File: config.mk
export PLATFORM = sky130hd
export DESIGN_NAME = rs232_rx_fifo
export DESIGN_NICKNAME = d
export VERILOG_FILES = /design/src/rtl/rs232_pkg.sv /design/src/rtl/byte_fifo.sv /design/src/rtl/rs232_rx_fifo.sv
export SDC_FILE = /design/constraint.sdc
export NUM_CORES = 1
export LEC_CHECK = 0
export BUFFER_PORTS_ARGS = -buffer_cell sky130_fd_sc_hd__buf_2
export CORE_MARGIN = 2
export CORE_UTILIZATION = 55
export CTS_CLUSTER_DIAMETER = 150
export DETAILED_ROUTE_END_ITERATION = 7
export HOLD_SLACK_MARGIN = 0.15
export MAX_ROUTING_LAYER = met4
export PLACE_DENSITY = 0.87
export SLEW_MARGIN = 10
export SYNTH_ARGS = -nofsm -noshare
export SYNTH_HDL_FRONTEND = slang
export SYNTH_HIERARCHICAL = 1
export SYNTH_SLANG_ARGS = --single-unit
export TNS_END_PERCENT = 50
File: constraint.sdc
create_clock -name clk -period 2.8 [get_ports clk]
set_input_delay 0.28 -clock clk [delete_from_list [all_inputs] [get_ports clk]]
set_output_delay 0.28 -clock clk [all_outputs]
set_load 0.03 [all_outputs]
File: src/rtl/rs232_pkg.sv
// Shared definitions for the RS-232 receive path: capture FSM encoding,
// default FIFO depth, and bit positions in the I/O status/control words.
package rs232_pkg;

   localparam int RXF_DEPTH_LOG2_DEFAULT = 4;

   typedef logic [1:0] rx_state_t;
   localparam rx_state_t ST_IDLE = 2'd0;
   localparam rx_state_t ST_ACK  = 2'd1;
   localparam rx_state_t ST_HOLD = 2'd2;

   // Status word (I/O word 3) read bits, and the control bit that flushes the FIFO.
   localparam int STAT_RDY   = 0;
   localparam int STAT_TXRDY = 1;
   localparam int STAT_OVF   = 2;
   localparam int CTRL_CLR   = 1;

endpackage

File: src/rtl/byte_fifo.sv
// Show-ahead byte FIFO: LUT-RAM storage, wrapping pointers, occupancy count,
// and push/pop/flush arithmetic with flush taking priority.
module byte_fifo
   import rs232_pkg::*;
#(
   parameter int DEPTH_LOG2 = RXF_DEPTH_LOG2_DEFAULT,
   parameter int WIDTH      = 8
) (
   input  logic                  clk,
   input  logic                  rst,
   input  logic                  push,
   input  logic                  pop,
   input  logic                  clr,
   input  logic [WIDTH-1:0]      din,
   output logic                  accept,
   output logic [WIDTH-1:0]      dout,
   output logic [DEPTH_LOG2:0]   count
);

   localparam int DEPTH = 1 << DEPTH_LOG2;
   localparam logic [DEPTH_LOG2:0] FULL = {1'b1, {DEPTH_LOG2{1'b0}}};

   logic [WIDTH-1:0]      mem [DEPTH];
   logic [DEPTH_LOG2-1:0] wr_ptr;
   logic [DEPTH_LOG2-1:0] rd_ptr;
   logic                  pop_ok;
   logic                  do_push;
   logic                  do_pop;

   // A full FIFO still accepts a byte when the same edge frees the head slot.
   assign pop_ok  = pop && (count != '0);
   assign accept  = push && ((count != FULL) || pop_ok);
   assign do_push = accept && !clr;
   assign do_pop  = pop_ok && !clr;

   assign dout = (count == '0) ? '0 : mem[rd_ptr];

   // NOTE: sequential state uses non-blocking assignments so every register
   // samples pre-edge values regardless of statement order.
   always_ff @(posedge clk or negedge rst) begin
      if (!rst) begin
         wr_ptr <= '0;
         rd_ptr <= '0;
         count  <= '0;
      end else if (clr) begin
         wr_ptr <= '0;
         rd_ptr <= '0;
         count  <= '0;
      end else begin
         if (do_push) wr_ptr <= wr_ptr + 1'b1;
         if (do_pop)  rd_ptr <= rd_ptr + 1'b1;
         if (do_push && !do_pop)      count <= count + 1'b1;
         else if (do_pop && !do_push) count <= count - 1'b1;
      end
   end

   // NOTE: storage has no reset so it maps onto LUT-RAM; empty reads are masked to 0 above.
   always_ff @(posedge clk) begin
      if (do_push) mem[wr_ptr] <= din;
   end

endmodule

File: src/rtl/rs232_rx_fifo.sv
// Receive buffer between the RS-232 receiver and the I/O bus: captures each
// ready byte once, acknowledges it with a one-cycle pulse, and queues it.
module rs232_rx_fifo
   import rs232_pkg::*;
#(
   parameter int DEPTH_LOG2 = RXF_DEPTH_LOG2_DEFAULT,
   parameter int WIDTH      = 8
) (
   input  logic                  clk,
   input  logic                  rst,
   input  logic                  rx_rdy,
   input  logic [WIDTH-1:0]      rx_data,
   output logic                  rx_done,
   input  logic                  rd,
   input  logic                  clr,
   output logic [WIDTH-1:0]      dout,
   output logic                  rdy,
   output logic [DEPTH_LOG2:0]   count,
   output logic                  ovf
);

   rx_state_t state;
   logic      push;
   logic      accept;

   assign push = (state == ST_IDLE) && rx_rdy;
   assign rdy  = (count != '0);

   byte_fifo #(
      .DEPTH_LOG2 (DEPTH_LOG2),
      .WIDTH      (WIDTH)
   ) u_fifo (
      .clk    (clk),
      .rst    (rst),
      .push   (push),
      .pop    (rd),
      .clr    (clr),
      .din    (rx_data),
      .accept (accept),
      .dout   (dout),
      .count  (count)
   );

   // HOLD waits for the receiver to drop rx_rdy so one byte is never captured twice.
   always_ff @(posedge clk or negedge rst) begin
      if (!rst) begin
         state   <= ST_IDLE;
         rx_done <= 1'b0;
      end else begin
         case (state)
            ST_IDLE: if (rx_rdy) begin
               rx_done <= 1'b1;
               state   <= ST_ACK;
            end
            ST_ACK: begin
               rx_done <= 1'b0;
               state   <= ST_HOLD;
            end
            ST_HOLD: if (!rx_rdy) state <= ST_IDLE;
            default: begin
               rx_done <= 1'b0;
               state   <= ST_IDLE;
            end
         endcase
      end
   end

   always_ff @(posedge clk or negedge rst) begin
      if (!rst)                   ovf <= 1'b0;
      else if (clr)               ovf <= 1'b0;
      else if (push && !accept)   ovf <= 1'b1;
   end

endmodule

# Word-level counts from Yosys, hierarchy flattened
# Memory sizes are Yosys's and may differ from the RTL's.
# Index checks and enable logic that the tools add are counted.
[op_classes]
n_addsub = 4
mul = 0
n_div = 0
order_cmp = 0
eq_ne = 5
n_shift = 0
muxes = 17
n_bitwise = 1
reduce_logical = 22
[op_table]
columns = ["cell", "n"]
rows = [
  ["4-bit two-way mux", 4],
  ["5-bit two-way mux", 3],
  ["4-bit by 1-bit adder with 4-bit output (second input constant)", 2],
  ["1-bit logical AND", 8],
  ["8-bit two-way mux", 1],
  ["2-bit case mux with 3 select lines", 1],
  ["2-bit nonzero test", 3],
  ["5-bit by 1-bit adder with 5-bit output (second input constant)", 1],
  ["5-bit zero test", 1],
  ["1-bit two-way mux", 5],
  ["5-bit != test (second input constant)", 1],
  ["5-bit nonzero test", 1],
  ["5-bit by 1-bit subtractor with 5-bit output (second input constant)", 1],
  ["1-bit zero test", 4],
  ["2-bit two-way mux", 2],
  ["2-bit != test (second input constant)", 2],
  ["2-bit AND reduction", 2],
  ["3-bit nonzero test", 1],
  ["2-bit by 1-bit equality test with 1-bit output (second input constant)", 1],
  ["2-bit equality test (second input constant)", 1],
  ["2-bit zero test", 1],
  ["1-bit case mux with 2 select lines", 1],
  ["1-bit logical OR", 1],
  ["1-bit NOT", 1],
]
[totals]
ff_bits = 17
latchBits = 0
mem_bits_rw = 128
mem_bits_ro = 0
word_cells = 56
memories = 1
[mem_list]
columns = ["name", "words", "word_bits", "read_ports", "rd_clocked_by_memory_dff", "write_ports", "line_no", "text"]
rows = [
  ["u_fifo.mem", 16, 8, 1, 0, 1, "byte_fifo.sv:23", "logic [WIDTH-1:0] mem [DEPTH];"],
]

# Longest topological paths before layout
# Gate-level depths: netlist of the first run.
[logic_depth]
ltp_word = 10
depth_mapped = 10
mapped_depth_nobuf = 9

# By module
# Netlist of the first run, hierarchy kept.
[by_module_without_submodules]
columns = ["module", "n_inst", "cells_each", "area_each_um2", "seq_area_each_um2"]
rows = [
  ["byte_fifo", 1, 322, 5915.7, 4169.0],
  ["rs232_rx_fifo", 1, 16, 178.9, 100.1],
]

# Worst setup path before layout of the first run
# Ideal clock, no wire load.
[synth_path]
path_kind = "register to register"
startpoint = "register u_fifo.count[1]"
endpoint = "register u_fifo.count[4]"
arrival_ns = 2.879
required_time_ns = 2.664
slack_ns = -0.215
path_stages_with_launch = 10
n_path_buf = 1
synth_period_minus_slack_ns = 3.015
cell_sequence = "dfrtp_1 or4_4 buf_6 nor2_2 o21ai_0 fa_1 a211o_1 o21a_1 o211ai_1 a31oi_1"
[synth_via]
elab_chain_cells = 8
word_cells_on_any_way = 17
cone_classes = "add/sub: 2; eq/ne: 1; mux: 3; reduce/logical: 11"
[synth_rtl]
columns = ["element", "line_no", "text"]
rows = [
  ["from (decl)", "byte_fifo.sv:17", "output logic [DEPTH_LOG2:0] count"],
  ["from (signal assigned)", "byte_fifo.sv:52", "if (do_push && !do_pop) count <= count + 1'b1;"],
  ["from (signal assigned)", "byte_fifo.sv:53", "else if (do_pop && !do_push) count <= count - 1'b1;"],
  ["parallel branches: the longest is 8 deep, another holds 5-bit by 1-bit subtractor with 5-bit output", "-", ""],
]
# Several ways; the timed one is not identified. The select of a mux whose other input is x is not followed.
# A chain may end at the register's enable or synchronous reset.

# Final worst setup path of the first run
[layout_path]
startpoint = "register u_fifo.rd_ptr[1]"
endpoint = "output port dout[2]"
[layout_via]
elab_chain_cells = 2
[layout_rtl]
columns = ["element", "line_no", "text"]
rows = [
  ["from (decl)", "byte_fifo.sv:25", "logic [DEPTH_LOG2-1:0] rd_ptr;"],
  ["from (signal assigned)", "byte_fifo.sv:51", "if (do_pop) rd_ptr <= rd_ptr + 1'b1;"],
  ["memory read 16 x 8 bit", "-", ""],
  ["8-bit two-way mux", "byte_fifo.sv:36", "assign dout = (count == '0) ? '0 : mem[rd_ptr];"],
  ["to (decl)", "rs232_rx_fifo.sv:16", "output logic [WIDTH-1:0] dout,"],
]
# Every way passes these cells.

==> results.py, run 1 <==
metrics = {
    "outcome": {
        "outcome": "completed",
    },
    "finish": {
        "area_growth_pct": 15.8,
        "final_common_cell": "edfxtp_1",
        "final_cell_mix": "edfxtp_1, mux4_2, nor2_1",
        "multi_input_area_sq_mm": 0.00172,
        "nNetsFinal": 406,
        "register_area_sq_mm": 0.00427,
        "antenna_cells": 0,
        "nFillCells": 697,
        "drive_above_1_share_pct": 28.5,
    },
    "critical_path": {
        "cpPeakStageDelay_ns": 0.56,
        "crit_family": "multiplexers",
        "crit_path_start": "u_fifo/rd_ptr[1]",
        "cpMostUsedCell": "a211oi_1",
        "r2r-start": "u_fifo/count[1]",
        "crit_fanout": 27,
        "critPathRequiredTime_ns": 2.52,
        "reg2regPathDepth": 8,
        "arrival_ns": 2.43,
        "crit_chain": "buf_6 > mux4_2 > a211oi_1 > a211oi_1 > buf_2",
        "worst-path-buf-inv": 2,
        "reg2reg_to": "u_fifo/count[4]",
        "startpoint_type": "flop",
        "critPathCaptureType": "primary output",
        "slowest_stage": "mux4_2",
        "critical_path_class": "reg -> out",
        "reg2reg_slack_ns": 0.16,
    },
    "sta": {
        "period_minus_slack_ns": 2.71,
        "relSlewSlack_pct": 37.4,
        "fin_crit_sh_pct": 96.8,
        "hold_viol": 0,
        "drv_slew": 0,
        "max_freq_mhz": 369,
        "rsz0062_at_grt": "true",
        "fin_hold_ws_ns": 0.175,
        "report.final.setup_viol": 0,
        "skew_ns": 0.0112,
        "fin_tns_setup_ns": 0,
        "worstMarginPinSlew_ns": 0.935,
    },
    "drt": {
        "via_per_inst": 6.02,
        "wl_per_cell_microns": 22.1,
        "drtIter0Drc": 322,
        "drc": 0,
        "routed_wl_microns": 11800,
        "ant_nets": 0,
        "vias": 3228,
        "drtPass1Iterations": 4,
    },
    "synthesis": {
        "synthCells": 338,
        "synth.ff_latch_count": 145,
        "ys_async_sr_fraction_pct": 11.7,
        "synth_edf_count": 128,
        "ys.flop_type": "edfxtp_1",
        "ys_seq_area_share_pct": 70.0,
        "synth_warnings": 6,
        "syn_area_sq_mm": 0.00609,
        "netlist-cell-type-count": 46,
        "syn_area_per_cell_sq_um": 18.0,
        "syn-num-nets": 361,
    },
    "flow_run": {
        "drv.max_cap_violation_count": 0,
    },
    "global_route": {
        "grt_start_max_net_pins": 36,
        "grt_pass1_wl_microns": 18500,
        "grtUsageTotal_pct": 22.5,
        "antenna_found_initial": 0,
        "grt_pass1_vias": 3388,
        "grt_overflow_total": 0,
    },
    "floorplanning": {
        "die_x_microns": 109,
        "design.core.area_sq_mm": 0.0108,
        "ios": 29,
        "die_y_microns": 109,
        "start_util_pct": 56.2,
        "dieArea_sq_mm": 0.0119,
        "rows": 38,
    },
    "place": {
        "gp_congestion": 0.820,
        "numPortBuffers": 28,
        "hpwl_microns": 6940,
    },
    "clock_network": {
        "cts_max_level": 4,
        "clockBufferDepth": 2,
        "clock_latency_ns": 0.52,
        "cts_buffers": 17,
        "cts-root-buf": "clkbuf_8",
        "cts_tree": "yes",
        "cts.sinks": 145,
        "clk_pin_slew_ns": 0.06,
        "cts_setup_buffers": 0,
    },
    "hold_path": {
        "min_to": "u_fifo/wr_ptr[2]",
        "hold_path.class": "in -> reg",
        "holdPathStages": 2,
        "holdCritStartpoint": "clr",
    },
    "power_and_ir_drop": {
        "vdd.ir_drop.worst_mv": 0.557,
        "powerDensity_mw_per_mm2": 912,
        "cellLeakagePower_uw": 0.00236,
    },
}
==> sequential cells by signal, summed over array words and instances, names as in the netlist <==
register,cells
u_fifo/rd_ptr,4
u_fifo/wr_ptr,4
rx_done,1
state,2
ovf,1
u_fifo/count,5
u_fifo/mem,128
==> through the flow <==
step | utilization, % | area (sq um) | instances | total power [uW] | setup WS [ns]
2_1_floorplan | - | 6100 | 338 | 3900 | 0.0396
3_3_place_gp | 59.0 | 6390 | 494 | 4290 | 0.281
3_5_place_dp | 59.0 | 6390 | 494 | 4350 | 0.162
4_1_cts | 65.0 | 7040 | 536 | 6450 | 0.0627
5_1_grt | 65.1 | 7060 | 536 | 6700 | -0.00107
6_report | 65.1 | 7060 | 536 | 6440 | 0.0906
==> final cells by class <==
class                      count  area share (%)
inverter                       5           0.266
clock inverter                14            1.83
clock buffer                  18            5.92
timing repair buffer          46            4.66
tap                          140            2.48
multi-input combinational    168            24.3
sequential                   145            60.5
==> logic make-up (layout without fill, tap and decap cells) <==
| kind of cell | after synthesis | after routing | share of synthesized area (%) |
|---|---|---|---|
| XOR/XNOR | 7 | 7 | 1.01 |
| buffers and inverters | 25 | 83 | 2.09 |
| multiplexers | 47 | 47 | 14.4 |
| flip-flops | 145 | 145 | 70.0 |
| AO/OA/AOI/OAI | 36 | 36 | 4.68 |
| adder cells (fa/ha/maj) | 10 | 10 | 2.18 |
| AND/OR/NAND/NOR | 68 | 68 | 5.65 |
==> power breakdown <==
part	total, uW	switching (uW)	leakage (uW)	internal [uW]
Combinational	1790	1050	0.000728	743
Sequential	2580	123	0.00137	2460
Clock	2070	882	0.000260	1190
==> synth_stat cells (all sizes together), types with 2 or more instances <==
cell type / instances / area, sq um
edfxtp: 128 / 3840
mux4: 32 / 721
nor2: 32 / 123
dfrtp: 17 / 425
a211oi: 16 / 120
mux2i: 12 / 120
buf: 11 / 75.1
nor2b: 11 / 68.8
clkbuf: 9 / 33.8
ha: 9 / 113
nand2: 8 / 30.0
a21oi: 5 / 40.0
inv: 5 / 18.8
nand2b: 5 / 38.8
o211ai: 4 / 35.0
xor2: 4 / 35.0
mux2: 3 / 33.8
xnor2: 3 / 26.3
and3: 2 / 12.5
nand3: 2 / 10.0
o21a: 2 / 15.0
o21ai: 2 / 10.0
or3: 2 / 12.5
==> how the worst max path moves through the flow <==
stage / to / slack [ns] / depth (start not counted)
after floorplan: u_fifo/count[4] / 0.04 / 9
after global placement: u_fifo/count[4] / 0.28 / 8
after detailed placement: u_fifo/count[4] / 0.16 / 8
after CTS: dout[0] / 0.06 / 6
after global routing: dout[7] / -0.001 / 6
final: dout[2] / 0.09 / 5
==> layer usage <==
layer	part of all wire (%)	track usage, %	up-vias	routed length, microns
met5	0	-	-	0
met4	1.2	8.59	0	144
met3	5.0	5.44	9	595
met2	53	35.5	99	6220
met1	41	28.7	1697	4860
li1	-	-	1423	-
==> what timing repair did <==
item	4_1_cts	5_1_grt
endpoints found under the setup margin	2	3
endpoints found under the hold margin	141	0
resized for setup	1	3
hold buffers	10	0
pin swaps	0	1
Note: power is estimated with default switching activity, not from simulation.
==> run 2: changes to the inputs <==
--- a/config.mk
+++ b/config.mk
@@ -13,6 +13,7 @@
 export HOLD_SLACK_MARGIN = 0.15
 export MAX_ROUTING_LAYER = met4
 export PLACE_DENSITY = 0.87
+export SETUP_SLACK_MARGIN = 0.1
 export SLEW_MARGIN = 10
 export SYNTH_ARGS = -nofsm -noshare
 export SYNTH_HDL_FRONTEND = slang
==> results.py, run 2 (synthesis gave the netlist of run 1 again) <==
metrics = {
    "critical_path": {
        "worst-path-buf-inv": 2,
        "crit_chain": "buf_12 > mux4_2 > nor2b_1 > a211oi_2 > a211oi_1 > buf_4",
        "crit_family": "flip-flops",
        "critPathCaptureType": "primary output",
        "critPathRequiredTime_ns": 2.52,
        "cpPeakStageDelay_ns": 0.51,
        "startpoint_type": "flop",
        "arrival_ns": 2.36,
        "crit_fanout": 8,
        "slowest_stage": "dfrtp_4",
        "critical_path_class": "reg -> out",
    },
    "drt": {
        "wl_per_cell_microns": 24.5,
        "drc": 14,
        "via_per_inst": 6.26,
        "routed_wl_microns": 13400,
        "drtPass1Iterations": 8,
        "vias": 3418,
        "drtIter0Drc": 325,
        "ant_nets": 0,
    },
    "finish": {
        "largestRegisters": "u_fifo/mem: 128 flops, u_fifo/count: 5 flops",
        "drive_above_1_share_pct": 33.0,
        "postLayoutCoreUtil_pct": 66.8,
        "area_growth_pct": 18.8,
        "final_common_cell": "edfxtp_1",
        "antenna_cells": 0,
        "final_cell_mix": "edfxtp_1, mux4_2, nor2_1",
        "regMostFlops": "u_fifo/mem",
        "instances_no_fill": 546,
        "nNetsFinal": 416,
        "largest_register_ffs": 128,
    },
    "global_route": {
        "grt_start_max_net_pins": 28,
        "grt_overflow_total": 0,
        "grtUsageTotal_pct": 24.6,
        "grt_pass1_wl_microns": 20000,
        "antenna_found_initial": 0,
        "grt_pass1_vias": 3570,
    },
    "place": {
        "hpwl_microns": 7700,
        "numPortBuffers": 28,
        "place_ws_ns": 0.194,
        "placed_cells": 500,
        "gp_congestion": 0.876,
    },
    "floorplanning": {
        "die_x_microns": 109,
        "start_util_pct": 56.2,
        "rows": 38,
        "die_y_microns": 109,
        "dieArea_sq_mm": 0.0119,
        "ios": 29,
        "design.core.area_sq_mm": 0.0108,
    },
    "clock_network": {
        "cts.sinks": 145,
        "cts-root-buf": "clkbuf_8",
        "clock_latency_ns": 0.52,
        "cts_max_level": 4,
        "cts_buffers": 17,
        "clk_pin_slew_ns": 0.06,
        "clockBufferDepth": 2,
        "cts_tree": "yes",
    },
    "sta": {
        "fin_tns_setup_ns": 0,
        "worstMarginPinSlew_ns": 1.09,
        "skew_ns": 0.00749,
        "drv_slew": 0,
        "timing.final.ws_setup_ns": 0.156,
        "fin_crit_sh_pct": 94.4,
        "rsz0062_at_grt": "true",
        "max_freq_mhz": 378,
        "relSlewSlack_pct": 27.2,
        "report.final.setup_viol": 0,
        "hold_viol": 0,
        "period_minus_slack_ns": 2.64,
    },
    "outcome": {
        "violations": "design-rule violations",
        "outcome": "complete, but fails checks",
    },
    "power_and_ir_drop": {
        "cellLeakagePower_uw": 0.00245,
        "vdd.ir_drop.worst_mv": 0.734,
        "powerDensity_mw_per_mm2": 920,
    },
    "flow_run": {
        "drv.max_cap_violation_count": 0,
    },
    "hold_path": {
        "hold_path.class": "in -> reg",
    },
}
-- run 2: changes by cell type in the layout (fill, tap and decap cells not counted), sizes merged --
cell         previous run  this run
clkinvlp                3         0
buf                    36        44
dlygate4sd3            10        11
inv                    11        13
clkinv                  4         6
-- run 2: path summary, 6_finish.rpt --
path                       cells past startpoint                to  slack, ns        startpoint
max                                            6           dout[5]       0.16  u_fifo/rd_ptr[1]
min                                            4  u_fifo/rd_ptr[3]       0.22                rd
max reg2reg                                    8   u_fifo/count[4]       0.17   u_fifo/count[1]
min reg2reg                                    1          state[1]       0.51          state[1]
max in group asynchronous                      2  u_fifo/rd_ptr[1]       2.25               rst
min in group asynchronous                      2          state[0]       0.23               rst
-- run 2: cell type report --
cell class / count / area [sq um]
Fill cell: 665 / 3600
Clock buffer: 17 / 414
Sequential cell: 145 / 4280
Tap cell: 140 / 175
Clock inverter: 15 / 144
Inverter: 5 / 18.8
Multi-Input combinational cell: 168 / 1770
Timing Repair Buffer: 56 / 444
-- run 2: worst min-delay path, stage by stage --
cell,delay (ns)
buf_2,0.15
o211ai_1,0.12
xor2_1,0.08
nor2_1,0.08
-- run 2: timing repair --
item | in CTS | in global routing
setup endpoints to repair | 8 | 9
endpoints found under the hold margin | 142 | 0
cloned | 0 | 1
pin swaps | 0 | 5
gates resized for setup | 5 | 18
hold buffers | 11 | 0
setup buffers | 1 | 1
-- run 2: where the power goes --
part	switching, uW	total, uW	internal, uW	leakage, uW
registers	129	2590	2460	0.00137
clock network	926	2130	1200	0.000277
logic	1100	1940	841	0.000802
total	2150	6660	4500	0.00245
-- run 2: layer usage --
| metal | wire [microns] | track usage, % |
|---|---|---|
| met5 | 0 | - |
| met1 | 5050 | 29.4 |
| met4 | 481 | 9.13 |
| met2 | 6980 | 40.9 |
| met3 | 861 | 5.92 |
-- run 2: metrics by stage --
| stage | total power, uW | hold slack, ns | cell area, sq um |
|---|---|---|---|
| finish | 6660 | 0.224 | 7240 |
| global placement | 4290 | 0.220 | 6440 |
| detailed placement | 4370 | 0.235 | 6440 |
| floorplan | 3920 | -0.0156 | 6120 |
| CTS | 6560 | 0.205 | 7150 |
| global route | 6920 | 0.261 | 7240 |
==> run 3: changes to the inputs <==
--- a/config.mk
+++ b/config.mk
@@ -7,13 +7,14 @@
 export LEC_CHECK = 0
 export BUFFER_PORTS_ARGS = -buffer_cell sky130_fd_sc_hd__buf_2
 export CORE_MARGIN = 2
-export CORE_UTILIZATION = 55
+export CORE_UTILIZATION = 61
 export CTS_CLUSTER_DIAMETER = 150
 export DETAILED_ROUTE_END_ITERATION = 7
 export HOLD_SLACK_MARGIN = 0.15
 export MAX_ROUTING_LAYER = met4
-export PLACE_DENSITY = 0.87
+export PLACE_DENSITY = 0.91
 export SETUP_SLACK_MARGIN = 0.1
+export SKIP_CTS_REPAIR_TIMING = 1
 export SLEW_MARGIN = 10
 export SYNTH_ARGS = -nofsm -noshare
 export SYNTH_HDL_FRONTEND = slang
==> constraint.sdc (replaced) <==
create_clock -name clk -period 2.86 [get_ports clk]
set_input_delay 0.286 -clock clk [delete_from_list [all_inputs] [get_ports clk]]
set_output_delay 0.286 -clock clk [all_outputs]
set_load 0.03 [all_outputs]
==> results.py, run 3 (synthesis gave the netlist of run 1 again) <==
metrics = {
    "outcome": {
        "outcome": "completed",
    },
    "drt": {
        "drtPass1Iterations": 5,
        "drtIter0Drc": 526,
        "vias": 3408,
        "ant_nets": 0,
        "drc": 0,
        "routed_wl_microns": 13000,
        "via_per_inst": 6.39,
        "wl_per_cell_microns": 24.4,
    },
    "clock_network": {
        "clockBufferDepth": 2,
        "cts-root-buf": "clkbuf_8",
        "clock_latency_ns": 0.53,
        "cts_tree": "yes",
        "clk_pin_slew_ns": 0.06,
        "cts.sinks": 145,
        "cts_max_level": 4,
        "cts_buffers": 17,
    },
    "critical_path": {
        "critPathRequiredTime_ns": 2.57,
        "crit_path_start": "u_fifo/rd_ptr[1]",
        "critical_path_class": "reg -> out",
        "critPathCaptureType": "primary output",
        "startpoint_type": "flop",
        "r2r-start": "u_fifo/count[1]",
        "reg2regPathDepth": 8,
        "crit_fanout": 6,
        "reg2reg_to": "u_fifo/count[4]",
        "reg2reg_slack_ns": 0.19,
        "arrival_ns": 2.57,
    },
    "power_and_ir_drop": {
        "vdd.ir_drop.worst_mv": 0.643,
        "cellLeakagePower_uw": 0.00242,
        "power.total_uw": 6540,
        "powerDensity_mw_per_mm2": 916,
    },
    "global_route": {
        "antenna_found_initial": 0,
        "grt_overflow_total": 0,
        "grt_pass1_wl_microns": 19500,
        "grt_pass1_vias": 3294,
        "grtUsageTotal_pct": 25.8,
        "grt_start_max_net_pins": 36,
    },
    "place": {
        "place_ws_ns": 0.236,
        "placed_cells": 492,
        "numPortBuffers": 28,
        "gp_congestion": 0.831,
        "hpwl_microns": 7470,
    },
    "finish": {
        "area_growth_pct": 17.1,
        "largest_register_ffs": 128,
        "final_cell_mix": "edfxtp_1, mux4_2, nor2_1",
        "instances_no_fill": 533,
        "largestRegisters": "u_fifo/mem: 128 flops, u_fifo/count: 5 flops",
        "final_common_cell": "edfxtp_1",
        "drive_above_1_share_pct": 32.3,
        "nNetsFinal": 410,
        "regMostFlops": "u_fifo/mem",
        "register_area_sq_mm": 0.00428,
        "nFillCells": 561,
        "antenna_cells": 0,
        "multi_input_area_sq_mm": 0.00173,
    },
    "sta": {
        "relSlewSlack_pct": 34.5,
        "hold_viol": 0,
        "report.final.setup_viol": 0,
        "drv_slew": 0,
        "fin_crit_sh_pct": 99.8,
        "fin_tns_setup_ns": 0,
        "timing.final.ws_setup_ns": 0.00453,
        "rsz0062_at_grt": "true",
        "fin_hold_ws_ns": 0.150,
        "max_freq_mhz": 350,
        "worstMarginPinSlew_ns": 0.978,
        "period_minus_slack_ns": 2.86,
        "skew_ns": 0.00885,
    },
    "floorplanning": {
        "ios": 29,
        "dieArea_sq_mm": 0.0108,
        "design.core.area_sq_mm": 0.00973,
        "die_x_microns": 104,
        "start_util_pct": 62.6,
        "die_y_microns": 104,
        "rows": 36,
    },
    "hold_path": {
        "holdPathStages": 1,
        "hold_path.class": "in -> reg",
        "min_to": "u_fifo/mem[0][4]",
        "holdCritStartpoint": "rx_data[4]",
    },
    "flow_run": {
        "drv.max_cap_violation_count": 0,
    },
}
==> run 3: final cells by class <==
type	count	share of cell area (%)
Clock buffer	19	5.91
Tap cell	133	2.33
Timing Repair Buffer	50	5.02
Clock inverter	13	2.28
Sequential cell	145	59.9
Multi-Input combinational cell	168	24.3
Inverter	5	0.263
==> run 3: critical path, stage by stage, from the launching register on <==
cell      delay [ns]
dfrtp_4         0.50
mux4_2          0.56
nor2b_1         0.16
a211oi_1        0.39
a211oi_1        0.17
buf_2           0.26
==> run 3: worst max-delay path by stage <==
stage | end | slack (ns) | cells after the start
finish | dout[5] | 0.005 | 5
global route | dout[5] | 0.03 | 5
detailed placement | u_fifo/count[4] | 0.24 | 8
global placement | u_fifo/count[4] | 0.30 | 8
floorplan | u_fifo/count[4] | 0.16 | 9
CTS | dout[5] | -0.19 | 5
==> run 3: routing by layer <==
metal	routed length, microns	track usage, %	up-vias
met5	0	-	-
met4	355	9.85	0
met3	1130	5.14	34
met2	6560	40.6	218
met1	4940	34.0	1723
li1	-	-	1433
==> run 3: metrics by stage <==
| stage | instance area (sq um) | util [%] |
|---|---|---|
| after global routing | 7130 | 73.3 |
| after detailed placement | 6410 | 65.9 |
| after floorplan | 6110 | - |
| after CTS | 7000 | 71.9 |
| after global placement | 6410 | 65.9 |
| final | 7130 | 73.3 |
==> run 3: where the power goes <==
group | total (uW) | internal, uW | switching [uW]
sequential | 2540 | 2410 | 132
combinational | 1840 | 777 | 1060
clock | 2160 | 1330 | 827
total | 6540 | 4510 | 2020
